<file path="src/rtl/sdram_pkg.sv">
// Shared codes and constants for the SDRAM timing engine.
package sdram_pkg;

    localparam logic [2:0] LD_TRP    = 3'd0;
    localparam logic [2:0] LD_TWAIT  = 3'd1;
    localparam logic [2:0] LD_TCAS   = 3'd2;
    localparam logic [2:0] LD_TBURST = 3'd3;
    localparam logic [2:0] LD_TRCD   = 3'd4;

    localparam logic [1:0] CFG_TRP   = 2'd0;
    localparam logic [1:0] CFG_TWAIT = 2'd1;
    localparam logic [1:0] CFG_TRCD  = 2'd2;
    localparam logic [1:0] CFG_TRC   = 2'd3;

    localparam logic [2:0] BL_FULL   = 3'b111;
    localparam int         CAS_OFFSET = 2;

endpackage

</file>
<file path="src/rtl/sdram_down_counter.sv">
// Loadable saturating down-counter with a registered pulse on the 1->0 step.
module sdram_down_counter #(
    parameter int               CNT_W   = 10,
    parameter logic [CNT_W-1:0] RST_VAL = '0
) (
    input  logic             clk,
    input  logic             reset,
    input  logic             i_load,
    input  logic [CNT_W-1:0] i_value,
    output logic [CNT_W-1:0] o_count,
    output logic             o_done
);

    logic [CNT_W-1:0] r_count;
    logic             r_done;

    // Load wins over the decrement, so a reload at count 1 never pulses.
    always_ff @(posedge clk) begin
        if (reset) begin
            r_count <= RST_VAL;
            r_done  <= 1'b0;
        end else if (i_load) begin
            r_count <= i_value;
            r_done  <= 1'b0;
        end else if (r_count != '0) begin
            r_count <= r_count - 1'b1;
            r_done  <= (r_count == CNT_W'(1));
        end else begin
            r_done  <= 1'b0;
        end
    end

    assign o_count = r_count;
    assign o_done  = r_done;

endmodule

</file>
<file path="src/rtl/sdram_timing_engine.sv">
// SDRAM timing engine: command delay counter, per-bank tRC timers, mode decode.
// Optional refresh interval timer enabled by SDRAM_TIMING_REFRESH_TIMER_EN.
module sdram_timing_engine
    import sdram_pkg::*;
#(
    parameter int CNT_W     = 10,
    parameter int NUM_BANKS = 4,
    parameter int TRP_DEF   = 3,
    parameter int TWAIT_DEF = 3,
    parameter int TRCD_DEF  = 3,
    parameter int TRC_DEF   = 7,
    parameter int TREF_DEF  = 780
) (
    input  logic                 clk,
    input  logic                 reset,
    input  logic                 mode_we,
    input  logic [CNT_W-1:0]     prog_data,
    input  logic                 cfg_we,
    input  logic [1:0]           cfg_addr,
    input  logic [CNT_W-1:0]     cfg_data,
    input  logic                 load_req,
    input  logic [2:0]           load_sel,
    input  logic [NUM_BANKS-1:0] bank_load,
    output logic [CNT_W-1:0]     count_out,
    output logic                 cmd_done,
    output logic [CNT_W-1:0]     tburst,
    output logic [2:0]           tlat,
    output logic [NUM_BANKS-1:0] bank_busy,
    output logic                 mode_err,
    output logic                 ref_req,
    input  logic                 ref_ack
);

    logic [CNT_W-1:0] r_trp, r_twait, r_trcd, r_trc;
    logic [CNT_W-1:0] r_tburst;
    logic [2:0]       r_tlat;
    logic             r_mode_err;
    logic             w_cmd_load;
    logic [CNT_W-1:0] w_cmd_val;

    always_ff @(posedge clk) begin
        if (reset) begin
            r_trp   <= CNT_W'(TRP_DEF);
            r_twait <= CNT_W'(TWAIT_DEF);
            r_trcd  <= CNT_W'(TRCD_DEF);
            r_trc   <= CNT_W'(TRC_DEF);
        end else if (cfg_we) begin
            case (cfg_addr)
                CFG_TRP:   r_trp   <= cfg_data;
                CFG_TWAIT: r_twait <= cfg_data;
                CFG_TRCD:  r_trcd  <= cfg_data;
                default:   r_trc   <= cfg_data;
            endcase
        end
    end

    // Reserved burst codes keep the previous burst length and flag an error.
    always_ff @(posedge clk) begin
        if (reset) begin
            r_tburst   <= CNT_W'(1);
            r_tlat     <= 3'(CAS_OFFSET);
            r_mode_err <= 1'b0;
        end else begin
            r_mode_err <= 1'b0;
            if (mode_we) begin
                r_tlat <= {1'b0, prog_data[5:4]} + 3'(CAS_OFFSET);
                case (prog_data[2:0])
                    3'd0, 3'd1, 3'd2, 3'd3: r_tburst <= CNT_W'(1) << prog_data[1:0];
                    BL_FULL:                r_tburst <= '1;
                    default:                r_mode_err <= 1'b1;
                endcase
            end
        end
    end

    always_comb begin
        w_cmd_load = load_req;
        w_cmd_val  = '0;
        case (load_sel)
            LD_TRP:    w_cmd_val = r_trp;
            LD_TWAIT:  w_cmd_val = r_twait;
            LD_TCAS:   w_cmd_val = CNT_W'(r_tlat);
            LD_TBURST: w_cmd_val = r_tburst;
            LD_TRCD:   w_cmd_val = r_trcd;
            default:   w_cmd_load = 1'b0;
        endcase
    end

    sdram_down_counter #(.CNT_W(CNT_W)) u_cmd_cnt (
        .clk     (clk),
        .reset   (reset),
        .i_load  (w_cmd_load),
        .i_value (w_cmd_val),
        .o_count (count_out),
        .o_done  (cmd_done)
    );

    logic [NUM_BANKS-1:0] w_bank_done_unused;

    for (genvar gi = 0; gi < NUM_BANKS; gi++) begin : g_bank
        logic [CNT_W-1:0] w_cnt;
        sdram_down_counter #(.CNT_W(CNT_W)) u_bank_cnt (
            .clk     (clk),
            .reset   (reset),
            .i_load  (bank_load[gi]),
            .i_value (r_trc),
            .o_count (w_cnt),
            .o_done  (w_bank_done_unused[gi])
        );
        assign bank_busy[gi] = (w_cnt != '0);
    end

`ifdef SDRAM_TIMING_REFRESH_TIMER_EN
    logic [CNT_W-1:0] w_ref_cnt;
    logic             w_ref_done_unused;
    logic             r_ref_req;
    logic             w_ref_expire;

    // Expiry is the 1->0 step; the counter then reloads from zero.
    assign w_ref_expire = (w_ref_cnt == CNT_W'(1));

    sdram_down_counter #(.CNT_W(CNT_W), .RST_VAL(CNT_W'(TREF_DEF))) u_ref_cnt (
        .clk     (clk),
        .reset   (reset),
        .i_load  (w_ref_cnt == '0),
        .i_value (CNT_W'(TREF_DEF)),
        .o_count (w_ref_cnt),
        .o_done  (w_ref_done_unused)
    );

    always_ff @(posedge clk) begin
        if (reset)             r_ref_req <= 1'b0;
        else if (w_ref_expire) r_ref_req <= 1'b1;
        else if (ref_ack)      r_ref_req <= 1'b0;
    end

    assign ref_req = r_ref_req;
`else
    logic w_ref_ack_unused;
    assign w_ref_ack_unused = ref_ack;
    assign ref_req          = 1'b0;
`endif

    logic [4:0] w_prog_unused;
    assign w_prog_unused = {prog_data[CNT_W-1:6], prog_data[3]};

    assign tburst   = r_tburst;
    assign tlat     = r_tlat;
    assign mode_err = r_mode_err;

endmodule

</file>
<file path="config.mk">
export PLATFORM = sky130hd
export DESIGN_NAME = sdram_timing_engine
export DESIGN_NICKNAME = d
export VERILOG_FILES = /design/src/rtl/sdram_pkg.sv /design/src/rtl/sdram_down_counter.sv /design/src/rtl/sdram_timing_engine.sv
export SDC_FILE = /design/constraint.sdc
export NUM_CORES = 1
export LEC_CHECK = 0
export ABC_AREA = 1
export BUFFER_PORTS_ARGS = -buffer_cell sky130_fd_sc_hd__buf_2
export CAP_MARGIN = 15
export CORE_UTILIZATION = 50
export DETAILED_ROUTE_END_ITERATION = 8
export GPL_TIMING_DRIVEN = 0
export PLACE_DENSITY_LB_ADDON = 0.08
export SYNTH_ARGS = -nofsm -noshare
export SYNTH_HDL_FRONTEND = slang
export SYNTH_SLANG_ARGS = --single-unit
</file>
<file path="constraint.sdc">
create_clock -name clk -period 2.05 [get_ports clk]
set_input_delay 0.205 -clock clk [delete_from_list [all_inputs] [get_ports clk]]
set_output_delay 0.205 -clock clk [all_outputs]
set_load 0.02 [all_outputs]
</file>
# --- Word level (Yosys, flattened, before mapping) ---
# Cells that the tools add are included.
op_classes:
  bitwise_logic: 3
  addsub: 6
  muxes: 14
  n_eq_ne: 11
  n_reduce_logical: 25
  n_shift: 1
op_table:
  columns: ["op", "count"]
  rows:
  - ["two-way mux 10 bit", 10]
  - ["case mux 10 bit (5 select lines)", 1]
  - ["nonzero test 10 bit", 5]
  - ["subtractor 10 x 1 -> 10 bit (second input constant)", 5]
  - ["case mux 10 bit (2 select lines)", 1]
  - ["equality test 3 x 2 -> 1 bit (second input constant)", 4]
  - ["nonzero test 2 bit", 6]
  - ["equality test 10 x 1 -> 1 bit (second input constant)", 1]
  - ["AND reduction 2 bit", 5]
  - ["OR reduction 5 bit", 2]
  - ["left shift 1 x 2 -> 10 bit (first input constant)", 1]
  - ["equality test 3 x 1 -> 1 bit (second input constant)", 2]
  - ["equality test 3 bit (second input constant)", 2]
  - ["logical NOT 3 bit", 2]
  - ["OR reduction 3 bit", 2]
  - ["OR reduction 4 bit", 1]
  - ["adder 2 x 2 -> 3 bit (second input constant)", 1]
  - ["inverter 1 bit", 3]
  - ["equality test 2 x 1 -> 1 bit (second input constant)", 1]
  - ["equality test 2 bit (second input constant)", 1]
  - ["logical NOT 2 bit", 1]
  - ["two-way mux 1 bit", 2]
  - ["OR reduction 2 bit", 1]
totals:
  register_bits: 105
  elab_cells: 73

# --- Depth between registers and ports, before layout ---
depth:
  ltp_word: 4
  depth_mapped: 10
  depth_no_buf: 9

# --- Hierarchy ---
# Synthesis repeated with hierarchy kept, for this count alone.
hier_totals:
  cells_unflattened: 864
  hier_area_um2: 5834.3
modules_own_cells:
  columns: ["mod", "cells_per_inst", "area_each_um2", "instances", "seq_area_each_um2"]
  rows:
  - ["sdram_down_counter", 107, 709.4, 5, 220.2]
  - ["sdram_timing_engine", 329, 2287.2, 1, 980.9]

# --- Worst setup path after synthesis ---
# OpenSTA, ideal clock, no wires.
synth_timing:
  path_kind: "reg2reg"
  from: "register g_bank[0].u_bank_cnt.r_count[0]"
  to: "register g_bank[0].u_bank_cnt.r_count[9]"
  path_slack_ps: 419
  arrival_ps: 1519
  path_buffers: 0
  path_stages_with_launch: 10
  required_time_ps: 1937
  path_cell_list: "dfxtp_1 -> inv_1 -> ha_1 -> nand2_1 -> nor2_1 -> nand4_1 -> inv_1 -> nand2_1 -> nand3_1 -> nor2_1"
synth_between:
  word_cells_on_any_way: 5
synth_lines:
  columns: ["element", "line", "source"]
  rows:
  - ["start, declared", "sdram_down_counter.sv:14", "logic [CNT_W-1:0] r_count;"]
  - ["start signal, assigned", "sdram_down_counter.sv:23", "r_count <= i_value;"]
  - ["start signal, assigned", "sdram_down_counter.sv:26", "r_count <= r_count - 1'b1;"]
  - ["nonzero test 10 bit", null, null]
  - ["via bank_busy[0]", "sdram_timing_engine.sv:28", "output logic [NUM_BANKS-1:0] bank_busy,"]
  - ["nonzero test 2 bit (no line)", null, null]
# The timed path passes the listed nets, and every way through them passes these cells. The select of a mux whose other input is x is not followed.
# A chain may end at the register's enable or synchronous reset.

# --- Final worst setup path ---
layout_timing:
  from: "register g_bank[2].u_bank_cnt.r_count[0]"
  to: "output bank_busy[2]"
layout_between:
  elab_chain_len: 1
layout_rtl:
  columns: ["element", "line", "source"]
  rows:
  - ["start, declared", "sdram_down_counter.sv:14", null]
  - ["start signal, assigned", "sdram_down_counter.sv:23", null]
  - ["start signal, assigned", "sdram_down_counter.sv:26", null]
  - ["nonzero test 10 bit", "sdram_timing_engine.sv:110", "assign bank_busy[gi] = (w_cnt != '0);"]
  - ["end, declared", "sdram_timing_engine.sv:28", null]
# Every way passes these cells.

==> results.md <==
- The number of nets in the final layout is 903.
- The minimum hold slack is 0.0903 ns.
- The slowest stage cell on the critical path is dfxtp_1.
- The count of buffers inserted at the top-level ports is 55.
- Using the TritonRoute via totals, the vias-per-cell ratio works out to 5.32.
- In the final layout, the share of cells above drive strength 1 is 0.106.
- The routed layout has 5,314 vias.
- The transition time at the pin with the least slew margin is 0.765 ns.
- By count the netlist is led by 201 x nand2_1, 154 x nor2_1, 100 x dfxtp_1.
- The cell-internal power is 3.30 mW.
- On the worst path, the slowest cell contributes a delay of 0.36 ns.
- The CTS buffer count is 9.
- The number of remaining DRC errors is 0.
- In this run the critical register-to-register path is launched from g_bank[3].u_bank_cnt.o_count[0].
- The post-DP HPWL is 10,300 um.
- The floorplan step set the die width to 103 um.
- The async set or reset register ratio after synthesis is 0.
- The TritonCTS clock tree is done.
- The number of sinks on the clock net is 100.
- 0 antenna diodes ended up in the layout.
- The largest net degree at the start of global routing is 17.
- Clock latency on the worst-skew pair, taken at its later pin, is 0.37 ns.
- The netlist area before placement is 0.00510 mm^2.
- The power per standard cell area is 877 mW/mm^2.
- After clock tree synthesis, the clock-pin slew on the worst setup and hold paths is 0.09 ns.
- The number of pins with negative max-slew slack in the final report is 0.
- The share of total power in combinational logic is 0.280.
- The number of enable flip-flop cells after synthesis is 0.
- The total negative setup slack is 0 ns.
- On the critical path the largest part of the delay comes from simple AND/OR/NAND/NOR gates.
- The number of cells produced by synthesis is 792.
- Subtracting the final worst setup slack from the clock period gives 1.94 ns.
- The first global-routing pass estimated 22,500 um of wire.
- The root buffer cell chosen for the clock tree is clkbuf_8.
- The initial utilization of the core area, before any placement, comes to 0.519.
- The critical path arrival is 1.73 ns.
- The H-tree was split into 3 levels.
- The beginning of the worst hold path is reset.
- The detail route stage leaves a number of antenna-violating nets equal to 0.
- The worst setup path is captured at an output port.
- The number of nets in the synthesized netlist is 833.
- In the global route stage, overall resource usage came out at 0.278.
- The total number of yosys warnings is 0.
- The kind of critical path is reg2out.
- The sequential power share is 0.449.
- Relative to the synthesized area, the layout overhead comes to 13.7%.
- The dominant cell by count in the synthesized netlist is nand2_1.
- The clock network fraction of total power is 0.271.
- The final weighted congestion in routability-driven placement is 0.922.
- The min-delay analysis places its worst path in the category in2reg.
- The number of cell rows is 36.
- The number of distinct standard cells referenced by the synthesized netlist is 31.
- After the flow finishes, the layout carries non-filler instances totaling 999.
- Headroom to the max-slew limit came out at 0.490.
- Counting cells, the worst reg-to-reg path comes to 9.
- Based on the critical path, the design can be clocked at up to 516 MHz.
- The area fraction of the dominant cell type after synthesis is 0.393.
- STA puts the critical path data required time at 1.85 ns.
- In the final routed layout, each cell accounts on average for 13.9 um.
- The max-cap check violation count is 0.
- The filler cells instantiated in the layout total 1,022.
- The total length of routed wires is 13,900 um.
- After synthesis, the cell types taking the most area are dfxtp_1 39%, nand2_1 15%, nor2_1 11%.
- The flip-flop and latch count after synthesis is 100.
- The number of design-rule violations left by the first detailed-router iteration is 286.
- The count of final hold-check violations is 0.
- The placeable core region is 0.00982 mm^2.
- The die covers 0.0106 mm^2.
- In this run the critical register-to-register path is captured at g_bank[3].u_bank_cnt.o_count[8].
- The worst IR drop on VDD is 0.419 mV.
- The total of endpoints with negative setup slack in the final report is 0.
- The top cell type by total area after synthesis is dfxtp_1.
- The net switching component of the power is 1.78 mW.
- The flow ran to the end, and the final reports show no timing, DRC or antenna violations.
- The most used flip-flop cell after synthesis is dfxtp_1.
- The total grt overflow is 0.
- The hold-critical path depth is 2.
- The part of the Yosys area used for sequential elements is 0.393.
- The maximum clock path buffer count is 2.
- The setup clock skew after layout is 0.00911 ns.
- In this run the static leakage power is 2.78 nW.
- The register-to-register setup slack is 0.24 ns.
- Counting tap cells, the placed design contains a total of 980 instances.
- The combined buffer and inverter count along the critical path is 2.
- In this run the vertical extent of the chip is 103 um.
- The switching share of power is 0.350.
- The element type at the critical path start is a register.
- The average footprint of a synthesized cell is 6.43 um^2.
- The worst-path maximum fanout is 5.
- In the finished design, the share of the clock period the worst path needs comes to 0.946.
- Pin placement for this block handled 65 I/O pins.
- The initial antenna violation count is 0.
- The pre-antenna-repair detailed-routing pass consisted of 5 iterations.
- Traced cell by cell, the critical path runs through inv_1, ha_1, nand2_1, nor2_2, nand3_1, buf_2.
- The number of global-route vias before repair is 4,812.
- For hold timing, the worst endpoint is tburst[8].
- Setup repair after global routing left no endpoint under its margin.
[layout make-up]
class                           instances  area, um^2  share of cell area
Buffer                                 29         139              0.0240
Timing Repair Buffer                   59         305              0.0527
Clock buffer                            9         124              0.0214
Multi-Input combinational cell        596        2720               0.469
Clock inverter                          6        87.6              0.0151
Sequential cell                       100        2000               0.346
Tap cell                              133         166              0.0287
Inverter                               67         251              0.0434
[per-layer routing]
metal	GRT usage	vias up	share of wire
li1	-	2700	-
met1	0.348	2421	0.44
met2	0.486	175	0.48
met3	0.0386	18	0.058
met4	0.101	0	0.016
met5	0	-	0
[kinds of logic after synthesis]
logic type,count (synthesis),share of synthesized area
and+or+nand+nor,460,0.376
AOI/OAI and AO/OA,120,0.124
DFF,100,0.393
buffers and inverters,96,0.0766
xor gates and xnor gates,9,0.0155
adders and majority gates,6,0.0147
other,1,0.000736
[worst register-to-register path, cell delays in order, from the launching register on]
cell and delay (ns):
dfxtp_1 0.34, inv_1 0.12, ha_1 0.20, nand2_1 0.14, nor3_4 0.24, buf_4 0.15, buf_4 0.09, nand3_1 0.19
nand2_1 0.19, nor2_1 0.07
[cell usage in the layout (no fill, tap or decap), types with 2 or more instances in the layout]
master and count:
nand2_1 201, nor2_1 151, dfxtp_1 100, nand3_1 71
o21ai_0 67, inv_1 63, buf_2 58, a21oi_1 43
nand4_1 22, clkbuf_1 18, buf_4 11, clkbuf_8 9
xor2_1 7, ha_1 6, nor3_1 5, clkinv_1 3
o21bai_1 3, nor2_2 2, nor2_4 2, nand3b_1 2
xnor2_1 2, and3_1 2, a31oi_1 2, bufinv_16 2
clkinv_2 2
[state kept, by name, indices dropped and copies added, names as in the netlist]
name	flops
g_bank.u_bank_cnt.o_count	40
mode_err	1
r_trc	10
r_trcd	10
r_trp	10
r_twait	10
tburst	5
tlat	3
u_cmd_cnt.o_count	10
u_cmd_cnt.o_done	1
[through the flow]
step	util	cell area (um^2)	setup WS [ns]	power, mW
finish	0.590	5790	0.111	5.08
global route	0.590	5790	0.00195	5.41
CTS	0.586	5760	0.0357	5.05
detailed placement	0.564	5540	0.244	3.70
global placement	0.564	5540	0.288	3.66
floorplan	-	5100	0.419	3.32
[worst max path at each step]
stage / startpoint / end / depth (start not counted)
6_report: g_bank[2].u_bank_cnt.o_count[0] / bank_busy[2] / 6
5_1_grt: g_bank[2].u_bank_cnt.o_count[0] / bank_busy[2] / 6
4_1_cts: g_bank[2].u_bank_cnt.o_count[0] / bank_busy[2] / 6
2_1_floorplan: g_bank[0].u_bank_cnt.o_count[0] / g_bank[0].u_bank_cnt.o_count[9] / 9
3_5_place_dp: g_bank[0].u_bank_cnt.o_count[0] / g_bank[0].u_bank_cnt.o_count[9] / 9
3_3_place_gp: g_bank[0].u_bank_cnt.o_count[0] / bank_busy[0] / 6
[power groups by stage]
stage	Clock (mW)	Sequential (mW)	Combinational (mW)
after floorplan	0	2.34	0.974
after global placement	0	2.32	1.34
after detailed placement	0	2.32	1.38
after CTS	1.39	2.28	1.39
after global routing	1.49	2.30	1.63
final	1.38	2.28	1.42
[repair_timing]
item	in CTS	in global routing
gates resized for setup	0	4
hold buffers	0	0
endpoints found under the setup margin	1	3
buffers inserted	1	3
pin swaps	1	1
Note: power is estimated with default switching activity, not from simulation.
